[src/rtl/spi_slave_if_if.sv]
// ----------------------------------------------------------------------------
// spi_slave_if_if
// Bundle of the serial pins and the RAM-side handshake used by spi_slave_if.
//
// Signals:
//   ss_n     : slave select, active-low (from SPI master)
//   mosi     : serial data in, MSB first (from SPI master)
//   miso     : serial data out, MSB first (to SPI master)
//   tx_valid : one-cycle pulse from RAM, tx_data valid
//   tx_data  : read byte from RAM
//   rx_valid : one-cycle pulse to RAM, rx_data valid
//   rx_data  : captured frame, [9:8] command, [7:0] payload
//   cmd_err  : one-cycle pulse on command mismatch
//
// Modports:
//   slave  : the SPI slave front end (spi_slave_if)
//   master : the environment driving the SPI pins and modelling the RAM
// ----------------------------------------------------------------------------
interface spi_slave_if_if #(
    parameter int FRAME_BITS = 10,
    parameter int DATA_BITS  = 8
);
    logic                  ss_n;
    logic                  mosi;
    logic                  miso;
    logic                  tx_valid;
    logic [DATA_BITS-1:0]  tx_data;
    logic                  rx_valid;
    logic [FRAME_BITS-1:0] rx_data;
    logic                  cmd_err;

    modport slave (
        input  ss_n,
        input  mosi,
        input  tx_valid,
        input  tx_data,
        output miso,
        output rx_valid,
        output rx_data,
        output cmd_err
    );

    modport master (
        output ss_n,
        output mosi,
        output tx_valid,
        output tx_data,
        input  miso,
        input  rx_valid,
        input  rx_data,
        input  cmd_err
    );
endinterface

[src/rtl/spi_slave_if.sv]
// ----------------------------------------------------------------------------
// spi_slave_if
// Serial-to-parallel front end for the SPI-controlled single-port RAM.
// Deserialises 10-bit command frames from MOSI into rx_data/rx_valid, and on a
// read-data frame captures the RAM's tx_data/tx_valid response and shifts the
// byte back out on MISO, MSB first. All logic runs on the SPI clock.
//
// Ports:
//   clk  : SPI serial clock, rising edge
//   rst  : synchronous, active-high reset
//   bus  : spi_slave_if_if.slave (ss_n, mosi, miso, tx_valid, tx_data,
//          rx_valid, rx_data, cmd_err)
//
// Configuration macro:
//   SPI_SLAVE_CMD_CHECK_EN : when defined, bit 8 of READ_ADD / READ_DATA frames
//   is checked at frame end; a mismatch pulses cmd_err instead of rx_valid.
//   When undefined, cmd_err is constant 0.
// ----------------------------------------------------------------------------
module spi_slave_if #(
    parameter int FRAME_BITS = 10,
    parameter int DATA_BITS  = 8
) (
    input logic           clk,
    input logic           rst,
    spi_slave_if_if.slave bus
);

    typedef enum logic [2:0] {
        IDLE,
        CHK_CMD,
        WRITE,
        READ_ADD,
        READ_DATA,
        WAIT_TX,
        SEND,
        DONE
    } state_t;

    state_t                state_q, state_d;
    logic [3:0]            cnt_q, cnt_d;
    logic [FRAME_BITS-1:0] rx_data_q, rx_data_d;
    logic                  rx_valid_q, rx_valid_d;
    logic [DATA_BITS-1:0]  tx_sr_q, tx_sr_d;
    logic                  miso_q, miso_d;
    logic                  rd_addr_pending_q, rd_addr_pending_d;
    logic                  cmd_err_q, cmd_err_d;
    logic                  cmd_ok;

    always_comb begin
        state_d           = state_q;
        cnt_d             = cnt_q;
        rx_data_d         = rx_data_q;
        rx_valid_d        = 1'b0;
        tx_sr_d           = tx_sr_q;
        miso_d            = 1'b0;
        rd_addr_pending_d = rd_addr_pending_q;
        cmd_err_d         = 1'b0;
        cmd_ok            = 1'b1;

        if (bus.ss_n) begin
            // Deselect aborts whatever is in flight; the pending-read flag
            // survives so a READ_ADD/READ_DATA pair may span two selects.
            state_d = IDLE;
            cnt_d   = 4'd0;
        end else begin
            unique case (state_q)
                IDLE: begin
                    state_d = CHK_CMD;
                    cnt_d   = 4'd0;
                end

                CHK_CMD: begin
                    // Frame bits shift in from the LSB end, so after the last
                    // bit the first one has travelled up to rx_data[9].
                    rx_data_d = {{(FRAME_BITS-1){1'b0}}, bus.mosi};
                    cnt_d     = 4'd0;
                    if (!bus.mosi) begin
                        state_d = WRITE;
                    end else if (!rd_addr_pending_q) begin
                        state_d = READ_ADD;
                    end else begin
                        state_d = READ_DATA;
                    end
                end

                WRITE, READ_ADD, READ_DATA: begin
                    rx_data_d = {rx_data_q[FRAME_BITS-2:0], bus.mosi};
                    if (cnt_q == 4'(FRAME_BITS - 2)) begin
                        cnt_d = 4'd0;
`ifdef SPI_SLAVE_CMD_CHECK_EN
                        unique case (state_q)
                            READ_ADD:  cmd_ok = ~rx_data_d[FRAME_BITS-2];
                            READ_DATA: cmd_ok =  rx_data_d[FRAME_BITS-2];
                            default:   cmd_ok = 1'b1;
                        endcase
`else
                        cmd_ok = 1'b1;
`endif
                        if (cmd_ok) begin
                            rx_valid_d = 1'b1;
                            if (state_q == READ_DATA) begin
                                state_d = WAIT_TX;
                            end else begin
                                state_d = DONE;
                            end
                            if (state_q == READ_ADD) begin
                                rd_addr_pending_d = 1'b1;
                            end
                        end else begin
                            cmd_err_d = 1'b1;
                            state_d   = DONE;
                        end
                    end else begin
                        cnt_d = cnt_q + 4'd1;
                    end
                end

                WAIT_TX: begin
                    if (bus.tx_valid) begin
                        // MSB goes straight to miso; the rest queue in tx_sr.
                        miso_d  = bus.tx_data[DATA_BITS-1];
                        tx_sr_d = {bus.tx_data[DATA_BITS-2:0], 1'b0};
                        cnt_d   = 4'd0;
                        state_d = SEND;
                    end
                end

                SEND: begin
                    if (cnt_q == 4'(DATA_BITS - 1)) begin
                        cnt_d             = 4'd0;
                        rd_addr_pending_d = 1'b0;
                        state_d           = DONE;
                    end else begin
                        miso_d  = tx_sr_q[DATA_BITS-1];
                        tx_sr_d = {tx_sr_q[DATA_BITS-2:0], 1'b0};
                        cnt_d   = cnt_q + 4'd1;
                    end
                end

                DONE: begin
                    state_d = DONE;
                end

                default: begin
                    state_d = IDLE;
                end
            endcase
        end
    end

    always_ff @(posedge clk) begin
        if (rst) begin
            state_q           <= IDLE;
            cnt_q             <= 4'd0;
            rx_data_q         <= '0;
            rx_valid_q        <= 1'b0;
            tx_sr_q           <= '0;
            miso_q            <= 1'b0;
            rd_addr_pending_q <= 1'b0;
            cmd_err_q         <= 1'b0;
        end else begin
            state_q           <= state_d;
            cnt_q             <= cnt_d;
            rx_data_q         <= rx_data_d;
            rx_valid_q        <= rx_valid_d;
            tx_sr_q           <= tx_sr_d;
            miso_q            <= miso_d;
            rd_addr_pending_q <= rd_addr_pending_d;
            cmd_err_q         <= cmd_err_d;
        end
    end

    assign bus.rx_data  = rx_data_q;
    assign bus.rx_valid = rx_valid_q;
    assign bus.miso     = miso_q;
    assign bus.cmd_err  = cmd_err_q;

endmodule

[src/flat_wrapper.sv]
// flat-port wrapper written by rule: the top's interface ports become plain ports
module spi_slave_if_flat 
#(
    parameter int FRAME_BITS = 10,
    parameter int DATA_BITS  = 8
)
  (clk, rst, bus_ss_n, bus_mosi, bus_tx_valid, bus_tx_data, bus_miso, bus_rx_valid, bus_rx_data, bus_cmd_err);
  spi_slave_if_if #(.FRAME_BITS(FRAME_BITS), .DATA_BITS(DATA_BITS)) bus_i ();
  input logic clk;
  input logic rst;
  input wire logic [$bits(bus_i.ss_n)-1:0] bus_ss_n;
  input wire logic [$bits(bus_i.mosi)-1:0] bus_mosi;
  input wire logic [$bits(bus_i.tx_valid)-1:0] bus_tx_valid;
  input wire logic [$bits(bus_i.tx_data)-1:0] bus_tx_data;
  output wire logic [$bits(bus_i.miso)-1:0] bus_miso;
  output wire logic [$bits(bus_i.rx_valid)-1:0] bus_rx_valid;
  output wire logic [$bits(bus_i.rx_data)-1:0] bus_rx_data;
  output wire logic [$bits(bus_i.cmd_err)-1:0] bus_cmd_err;
  assign bus_i.ss_n = bus_ss_n;
  assign bus_i.mosi = bus_mosi;
  assign bus_i.tx_valid = bus_tx_valid;
  assign bus_i.tx_data = bus_tx_data;
  assign bus_miso = bus_i.miso;
  assign bus_rx_valid = bus_i.rx_valid;
  assign bus_rx_data = bus_i.rx_data;
  assign bus_cmd_err = bus_i.cmd_err;
  spi_slave_if #(.FRAME_BITS(FRAME_BITS), .DATA_BITS(DATA_BITS)) u_core (.clk(clk), .rst(rst), .bus(bus_i));
endmodule
[config.mk]
export PLATFORM = sky130hd
export DESIGN_NAME = spi_slave_if_flat
export DESIGN_NICKNAME = d
export VERILOG_FILES = /design/src/rtl/spi_slave_if_if.sv /design/src/rtl/spi_slave_if.sv /design/src/flat_wrapper.sv
export SDC_FILE = /design/constraint.sdc
export NUM_CORES = 1
export LEC_CHECK = 0
export CAP_MARGIN = 20
export CORE_MARGIN = 3
export CORE_UTILIZATION = 45
export DETAILED_ROUTE_END_ITERATION = 8
export PLACE_DENSITY = 0.74
export RECOVER_POWER = 25
export SYNTH_ARGS = -nofsm -noshare
export SYNTH_HDL_FRONTEND = slang
export SYNTH_SLANG_ARGS = --single-unit
[constraint.sdc]
create_clock -name clk -period 1.75 [get_ports clk]
set_clock_uncertainty 0.15 [all_clocks]
set_input_delay 0.525 -clock clk [delete_from_list [all_inputs] [get_ports clk]]
set_output_delay 0.525 -clock clk [all_outputs]
set_load 0.005 [all_outputs]
==> results_dict.tcl, run 1 <==
set metrics [dict create \
    grt_pass1_vias 1207 \
    fin_tns_setup_ns 0 \
    wl_per_cell_um 13.95 \
    nNetsFinal 213 \
    die_area_mm2 0.003505 \
    fin_area_mm2 0.001774 \
    nFillCells 219 \
    ios 26 \
    grt_overflow_total 0 \
    leakage_nw 0.7462 \
    place_congestion 0.8117 \
    hold_ws_ns 0.3307 \
    synth-seq-cells 27 \
    final_cells 227 \
    num_vias 1275 \
    synthCells 148 \
    yosys.area.top_type "dfxtp_1" \
    area_growth_pct 39.29 \
    cts.sinks 27 \
    crit_family "buffers and inverters" \
    path_clk_slew_ns 0.14 \
    root_buffer "clkbuf_4" \
    cp_num_buf_inv 2 \
    worstPathRequired_ns 1.85 \
    io_buffer_count 24 \
    synthTopCellsByCount "27 x dfxtp_1, 26 x nor2_1, 15 x nand2_1" \
    cts_tree "done" \
    wirelength_um 3166 \
    grt_max_degree 19 \
    die_width_um 59.20 \
    power.density_mw_per_mm2 576.2 \
    synth_flop_cell "dfxtp_1" \
    clkLatencyLatePin_ns 0.34 \
    peakVddDrop_uv 587.6 \
    grt_antenna_before_repair 0 \
    start_util_pct 49.18 \
    rows 18 \
    drc_errors 0 \
    ys_types 38 \
    htree_levels 1 \
    diodes 0 \
    syn_area_per_cell_um2 8.606 \
    critPathMaxStageDelay_ns 0.49 \
    ys_seq_area_share_pct 42.44 \
    fin_crit_sh_pct 99.40 \
    drive_above_1_share_pct 26.40 \
    status "finished clean" \
    finalPower_mw 1.022 \
    coreArea_mm2 0.002590 \
    syn_nets 163 \
    dr.pass1.iters 4 \
    dp_hpwl_um 2156 \
    ant_nets 0 \
    viasPerCell 5.617 \
    cts.path.max_buffers 2 \
    worstPathMaxFanout 7 \
    hold_viol_final 0 \
    grt_pass1_wl_um 5361 \
    period_minus_slack_ns 1.739 \
    track_usage_pct 19.58 \
    cap_violations 0 \
    cts_buffers 3 \
    synth_area_mm2 0.001274 \
    synth.area.top_cells "dfxtp_1 42%, nor2_1 7.7%, a22oi_1 5.9%" \
    postCtsHoldBufs 0 \
    ys_warn_count 0 \
    min_path_type "reg -> reg" \
    async_flop_share_pct 0 \
    path_cells "clkdlybuf4s50_1, nand4b_1, o22ai_2, buf_6, nor2_1, a311oi_1" \
    cp.arrival_ns 1.84 \
    dp.cells 208 \
    maxSlewViolCount 0 \
    dpl_cell_area_mm2 0.001623 \
    cp_slowest_cell "clkdlybuf4s50_1" \
    clock.fmax_ghz 0.5749 \
    drt_iter0_drc 67 \
    finalSetupViolCount 0 \
    cp-end-kind "register" \
    yosysTopAreaCellShare_pct 42.44 \
    worst-setup-path-type "in -> reg" \
    startpoint_type "input pin" \
    die_y_um 59.20 \
    synth.most_common_cell "dfxtp_1" \
    synth_edf_count 0 \
]
-- stage by stage --
step	util, %	worst slack, ns
finish	68.50	0.01058
global route	68.50	-0.03632
CTS	67.20	0.03425
detailed placement	62.66	-0.3381
global placement	62.66	-0.2702
floorplan	-	0.09634
-- area by class of cell --
class	count	area (um2)	area share, %
repair buffers	55	459.2	25.88
well taps	30	37.54	2.116
inverters	4	15.01	0.8463
clock buffers	3	22.52	1.269
clock inverters	1	5.005	0.2821
multi-input cells	107	681.9	38.43
flip-flops and latches	27	553.0	31.17
-- kinds of logic after synthesis --
| group | share of synthesized area, % |
|---|---|
| DFF | 42.44 |
| and+or+nand+nor | 23.77 |
| other | 0.2944 |
| xor gates and xnor gates | 1.375 |
| buffers and inverters | 5.010 |
| AOI/OAI and AO/OA | 24.36 |
| adders and majority gates | 1.964 |
| muxes | 0.7859 |
-- flip-flops by register name (all words and copies together) (netlist names) --
name	flops
u_core.rd_addr_pending_q	1
u_core.bus.rx_valid	1
u_core.cnt_q	4
u_core.bus.rx_data	10
u_core.bus.miso	1
u_core.state_q	3
u_core.tx_sr_q	7
-- routing by layer --
layer | wire length [um] | track usage, % | share of wire, % | vias up
li1 | - | - | - | 629
met1 | 1442 | 26.98 | 46 | 598
met2 | 1490 | 30.11 | 47 | 42
met3 | 185 | 4.575 | 5.8 | 6
met4 | 48 | 6.149 | 1.5 | 0
met5 | 0 | 0 | 0 | -
-- layout by cell type, fill, tap and decap left out, types with 2 or more instances in the layout --
cell type / netlist / routed
and3b_1: 2 / 2
xor2_1: 2 / 2
dfxtp_2: 0 / 10
a22oi_1: 10 / 10
nand2b_1: 4 / 4
a311oi_1: 7 / 7
nand3_1: 5 / 5
nor2_1: 26 / 26
dlygate4sd2_1: 0 / 12
dfxtp_1: 27 / 17
inv_1: 4 / 4
a31oi_1: 3 / 3
o21ai_0: 3 / 3
clkbuf_4: 0 / 3
a21oi_1: 5 / 5
nand3b_1: 3 / 3
nand2_1: 15 / 15
clkdlybuf4s50_1: 0 / 12
buf_4: 1 / 29
-- power by group --
group	leakage (nW)	internal [mW]	switching, mW
clock network	0.0177	0.0862	0.192
logic	0.506	0.0646	0.0569
registers	0.223	0.620	0.00271
-- worst register-to-register path, cell delays in order, from the launching register on --
cell and delay, ns:
dfxtp_1 0.36, buf_4 0.19, nand2b_1 0.19, a32oi_4 0.08, buf_4 0.18, or3_1 0.34, a21oi_1 0.13
-- timing repair --
action                     in CTS  in global routing
gates resized for setup        23                  3
pin swaps                       1                  2
setup endpoints to repair      14                  7
gates cloned                    0                  1
buffers inserted               12                  2
-- worst paths after layout --
path              slack (ns)               from                  endpoint  cells after the start
hold / removal          0.33  u_core.tx_sr_q[1]         u_core.tx_sr_q[1]                      2
setup reg to reg        0.07  u_core.state_q[2]  u_core.rd_addr_pending_q                      6
hold reg to reg         0.33  u_core.tx_sr_q[1]         u_core.tx_sr_q[1]                      2
setup / recovery        0.01       bus_tx_valid         u_core.tx_sr_q[2]                      6
(Power assumes the default switching activity.)
==> run 2: changes to the inputs <==
Settings changed: CAP_MARGIN 20 to 40, RECOVER_POWER 25 to not set, SETUP_SLACK_MARGIN set to 0.2.
==> run 2 against run 1 <==
Count of clock-buffer cells in the layout grew 1. Wire length increased by 14%. Utilization up 9.2 points. Worst hold slack got worse by 0.0050 ns. Total power rose by 2.8%. Setup slack better by 0.043 ns. Cell count grew 2.2%. First-iteration DRC count fell by 66%. Critical path type is now reg -> reg. Critical endpoint is now u_core.tx_sr_q[1]. Highest routed layer unchanged.
==> results_dict.tcl, run 2 (same netlist as run 1, synthesis figures left out) <==
set metrics [dict create \
    rows 18 \
    io_buffer_count 24 \
    maxSlewViolCount 0 \
    worstPathMaxFanout 7 \
    cts.sinks 27 \
    period_minus_slack_ns 1.697 \
    ant_nets 0 \
    coreArea_mm2 0.002590 \
    die_area_mm2 0.003505 \
    diodes 0 \
    peakVddDrop_uv 619.9 \
    final_cells 232 \
    largest_register_ffs 10 \
    hold_ws_ns 0.3258 \
    dp_hpwl_um 2260 \
    dpl_cell_area_mm2 0.001689 \
    path_clk_slew_ns 0.15 \
    min_path_type "reg -> reg" \
    dr.pass1.iters 4 \
    multi_input_area_um2 802.0 \
    num_vias 1298 \
    worstRegToRegCells 7 \
    cp_slowest_cell "dfxtp_2" \
    clkLatencyLatePin_ns 0.33 \
    worst-setup-path-type "reg -> reg" \
    clock.fmax_ghz 0.5894 \
    place_ws_ns -0.3291 \
    switchingPower_mw 0.2579 \
    p_clk_share_pct 26.2 \
    nFillCells 186 \
    setup_slack_ns 0.05347 \
    finalSetupViolCount 0 \
    comb_power_share_pct 14.4 \
    htree_levels 1 \
    drive_above_1_share_pct 47.52 \
    drt_iter0_drc 23 \
    startpoint_type "register" \
    cap_violations 0 \
    power.share.switching_pct 24.56 \
    power.density_mw_per_mm2 522.1 \
    cts.path.max_buffers 2 \
    cts_buffers 3 \
    start_util_pct 49.18 \
    dp.cells 209 \
    fin_crit_sh_pct 96.94 \
    internal_power_mw 0.7925 \
    die_width_um 59.20 \
    nNetsFinal 218 \
    grt_max_degree 17 \
    rsz0062_at_grt "true" \
    wirelength_um 3595 \
    seq_area_um2 561.8 \
    viasPerCell 5.595 \
    ios 26 \
    cp-end-kind "register" \
    wl_per_cell_um 15.50 \
    final_common_cell "buf_4" \
    grt_overflow_total 0 \
    grt_antenna_before_repair 0 \
    area_growth_pct 57.96 \
    drc_errors 0 \
    worstPathRequired_ns 1.83 \
    grt_pass1_wl_um 6051 \
    fin_tns_setup_ns 0 \
    grt_pass1_vias 1327 \
    status "finished clean" \
    path_cells "buf_8, nand4b_1, o22ai_4, buf_12, buf_16, nand2b_1, a21oi_1" \
    die_y_um 59.20 \
    postCtsHoldBufs 0 \
    fin_area_mm2 0.002012 \
    hold_viol_final 0 \
    finalPower_mw 1.050 \
    track_usage_pct 22.19 \
    holdPathStages 2 \
    leakage_nw 0.7799 \
    critPathMaxStageDelay_ns 0.36 \
    place_congestion 0.8204 \
    cts_tree "done" \
    cp.arrival_ns 1.78 \
    root_buffer "clkbuf_4" \
    fin_util_pct 77.68 \
    final_cell_mix "22 x buf_4, 21 x nor2_1, 17 x dfxtp_2" \
    seqPwrFrac_pct 59.4 \
]
==> run 2: worst paths after layout <==
check / from / end / slack [ns]
worst min register to register: u_core.tx_sr_q[4] / u_core.tx_sr_q[5] / 0.33
worst max register to register: u_core.state_q[1] / u_core.tx_sr_q[1] / 0.05
worst min-delay path: u_core.tx_sr_q[4] / u_core.tx_sr_q[5] / 0.33
worst max-delay path: u_core.state_q[1] / u_core.tx_sr_q[1] / 0.05
==> run 2: cell type report <==
type | instances | area share [%]
clock buffers | 4 | 1.306
inverters | 4 | 0.7463
multi-input cells | 107 | 39.86
flip-flops and latches | 27 | 27.92
well taps | 30 | 1.866
repair buffers | 60 | 28.30
==> run 2: timing repair <==
| action | 4_1_cts | 5_1_grt |
|---|---|---|
| setup buffers | 15 | 2 |
| setup endpoints to repair | 39 | 32 |
| pin swaps | 9 | 18 |
| endpoints found under the hold margin | 0 | 0 |
| gates cloned | 1 | 1 |
| gates resized for setup | 62 | 27 |
==> run 2: worst max-delay path, delay by kind of cell, from the launching register on <==
kind	cells	cell delay (ns)
buf+inv	3	0.38
flops	1	0.36
simple gates	2	0.36
compound gates	2	0.35
==> run 2: metal layers <==
layer	GRT usage [%]	part of all wire [%]	vias up
met5	0	0	-
met2	37.13	51	30
met3	3.922	3.6	8
met4	6.796	2.1	0
li1	-	-	635
met1	28.80	44	625
==> run 2: power groups by stage <==
stage	Clock, mW	Sequential [mW]	Combinational [mW]
finish	0.275	0.624	0.152
CTS	0.270	0.623	0.141
floorplan	0	0.637	0.0608
global route	0.304	0.624	0.163
global placement	0	0.636	0.119
detailed placement	0	0.636	0.121
==> run 3: changes to the inputs <==
Settings changed: CORE_ASPECT_RATIO set to 0.5.
==> run 3 against run 2 <==
The run now ends with negative setup slack left. Global-route usage increased by 3.4 points. Wire length increased by 39%. Critical path depth increased by 2. Die area up 1.1%. Total power up 12%. Setup slack worse by 0.070 ns. Largest cell class unchanged.
==> results_dict.tcl, run 3 (same netlist as run 1, synthesis figures left out) <==
set metrics [dict create \
    place_congestion 0.8615 \
    viasPerCell 6.024 \
    die_area_mm2 0.003544 \
    root_buffer "clkbuf_8" \
    num_vias 1494 \
    track_usage_pct 25.60 \
    r2r_setup_slack_ns -0.02 \
    path_clk_slew_ns 0.10 \
    ios 26 \
    drc_errors 0 \
    rows 12 \
    worstPathMaxFanout 6 \
    setup_slack_ns -0.01638 \
    dr.pass1.iters 4 \
    drive_above_1_share_pct 49.30 \
    grt_pass1_vias 1407 \
    hold_viol_final 0 \
    postCtsHoldBufs 0 \
    maxSlewViolCount 0 \
    dp_hpwl_um 2264 \
    cts.path.max_buffers 2 \
    leakage_nw 0.8569 \
    die_y_um 43.62 \
    io_buffer_count 24 \
    area_growth_pct 74.66 \
    nNetsFinal 229 \
    coreArea_mm2 0.002447 \
    cp-end-kind "register" \
    ant_nets 0 \
    startpoint_type "register" \
    nFillCells 103 \
    final_cell_mix "30 x buf_4, 16 x nor2_1, 15 x nand2_1, 15 x dfxtp_2, 12 x dfxtp_1" \
    wirelength_um 5006 \
    cts.sinks 27 \
    grt_max_degree 18 \
    violations "negative setup slack" \
    cap_violations 0 \
    grt_pass1_wl_um 6824 \
    grt_overflow_total 0 \
    die_width_um 81.24 \
    cts_buffers 3 \
    start_util_pct 52.05 \
    fin_util_pct 90.90 \
    fin_crit_sh_pct 100.9 \
    diodes 0 \
    cts_tree "done" \
    worstPathRequired_ns 1.82 \
    worst-setup-path-type "reg -> reg" \
    min_path_type "reg -> reg" \
    largest_register_ffs 10 \
    htree_levels 1 \
    multi_input_area_um2 850.8 \
    power.density_mw_per_mm2 527.3 \
    seq_area_um2 559.3 \
    grt_antenna_before_repair 0 \
    clkLatencyLatePin_ns 0.28 \
    drt_iter0_drc 144 \
    clock.fmax_ghz 0.5661 \
    period_minus_slack_ns 1.766 \
    cp.arrival_ns 1.84 \
    rsz0062_at_grt "true" \
    status "complete, but fails checks" \
    peakVddDrop_uv 389.6 \
    final_common_cell "buf_4" \
    finalSetupViolCount 1 \
    wl_per_cell_um 20.19 \
    place_ws_ns -0.3377 \
]
## run 3: cell type report
cell class / count / area share (%)
well taps: 35 / 1.969
clock inverters: 1 / 0.3937
flip-flops and latches: 27 / 25.14
inverters: 4 / 0.6749
clock buffers: 3 / 1.856
multi-input cells: 107 / 38.25
repair buffers: 71 / 31.72
## run 3: worst paths after layout
path / startpoint / cells after the start / to
max: u_core.state_q[1] / 9 / u_core.bus.miso
min: u_core.tx_sr_q[1] / 2 / u_core.tx_sr_q[1]
max reg2reg: u_core.state_q[1] / 9 / u_core.bus.miso
min reg2reg: u_core.tx_sr_q[1] / 2 / u_core.tx_sr_q[1]
## run 3: what timing repair did
action,4_1_cts,5_1_grt
pin swaps,19,26
endpoints found under the setup margin,37,26
setup buffers,20,7
resized for setup,62,26
cloned,2,0
## run 3: where the power goes
group	total, mW	switching, mW	internal, mW
clock network	0.385	0.218	0.168
registers	0.624	0.00479	0.620
logic	0.163	0.0782	0.0849
## run 3: worst max-delay path, stage by stage, from the launching register on
cell,delay (ns)
dfxtp_2,0.35
buf_6,0.13
nand4b_1,0.28
buf_4,0.21
buf_6,0.10
buf_6,0.10
buf_6,0.11
nor2_4,0.11
a21oi_1,0.06
nor2_1,0.10
## run 3: per-layer routing
metal / global-route usage, % / up-vias / part of all wire, %
met3: 8.091 / 26 / 7.3
li1: - / 658 / -
met1: 29.88 / 723 / 39
met5: 0 / - / 0
met4: 9.428 / 0 / 4.5
met2: 44.54 / 87 / 49
## run 3: metrics by stage
stage          setup TNS (ns)  cells  cell area (um2)  total power [mW]  hold WS [ns]
2_1_floorplan               0    148             1335            0.6977        0.2960
3_3_place_gp           -5.217    215             1703            0.7525        0.3092
3_5_place_dp           -5.622    215             1703            0.7550        0.3219
4_1_cts                     0    241             2074             1.155        0.3410
5_1_grt               -0.6717    248             2225             1.203        0.3854
6_report             -0.01638    248             2225             1.173        0.3551
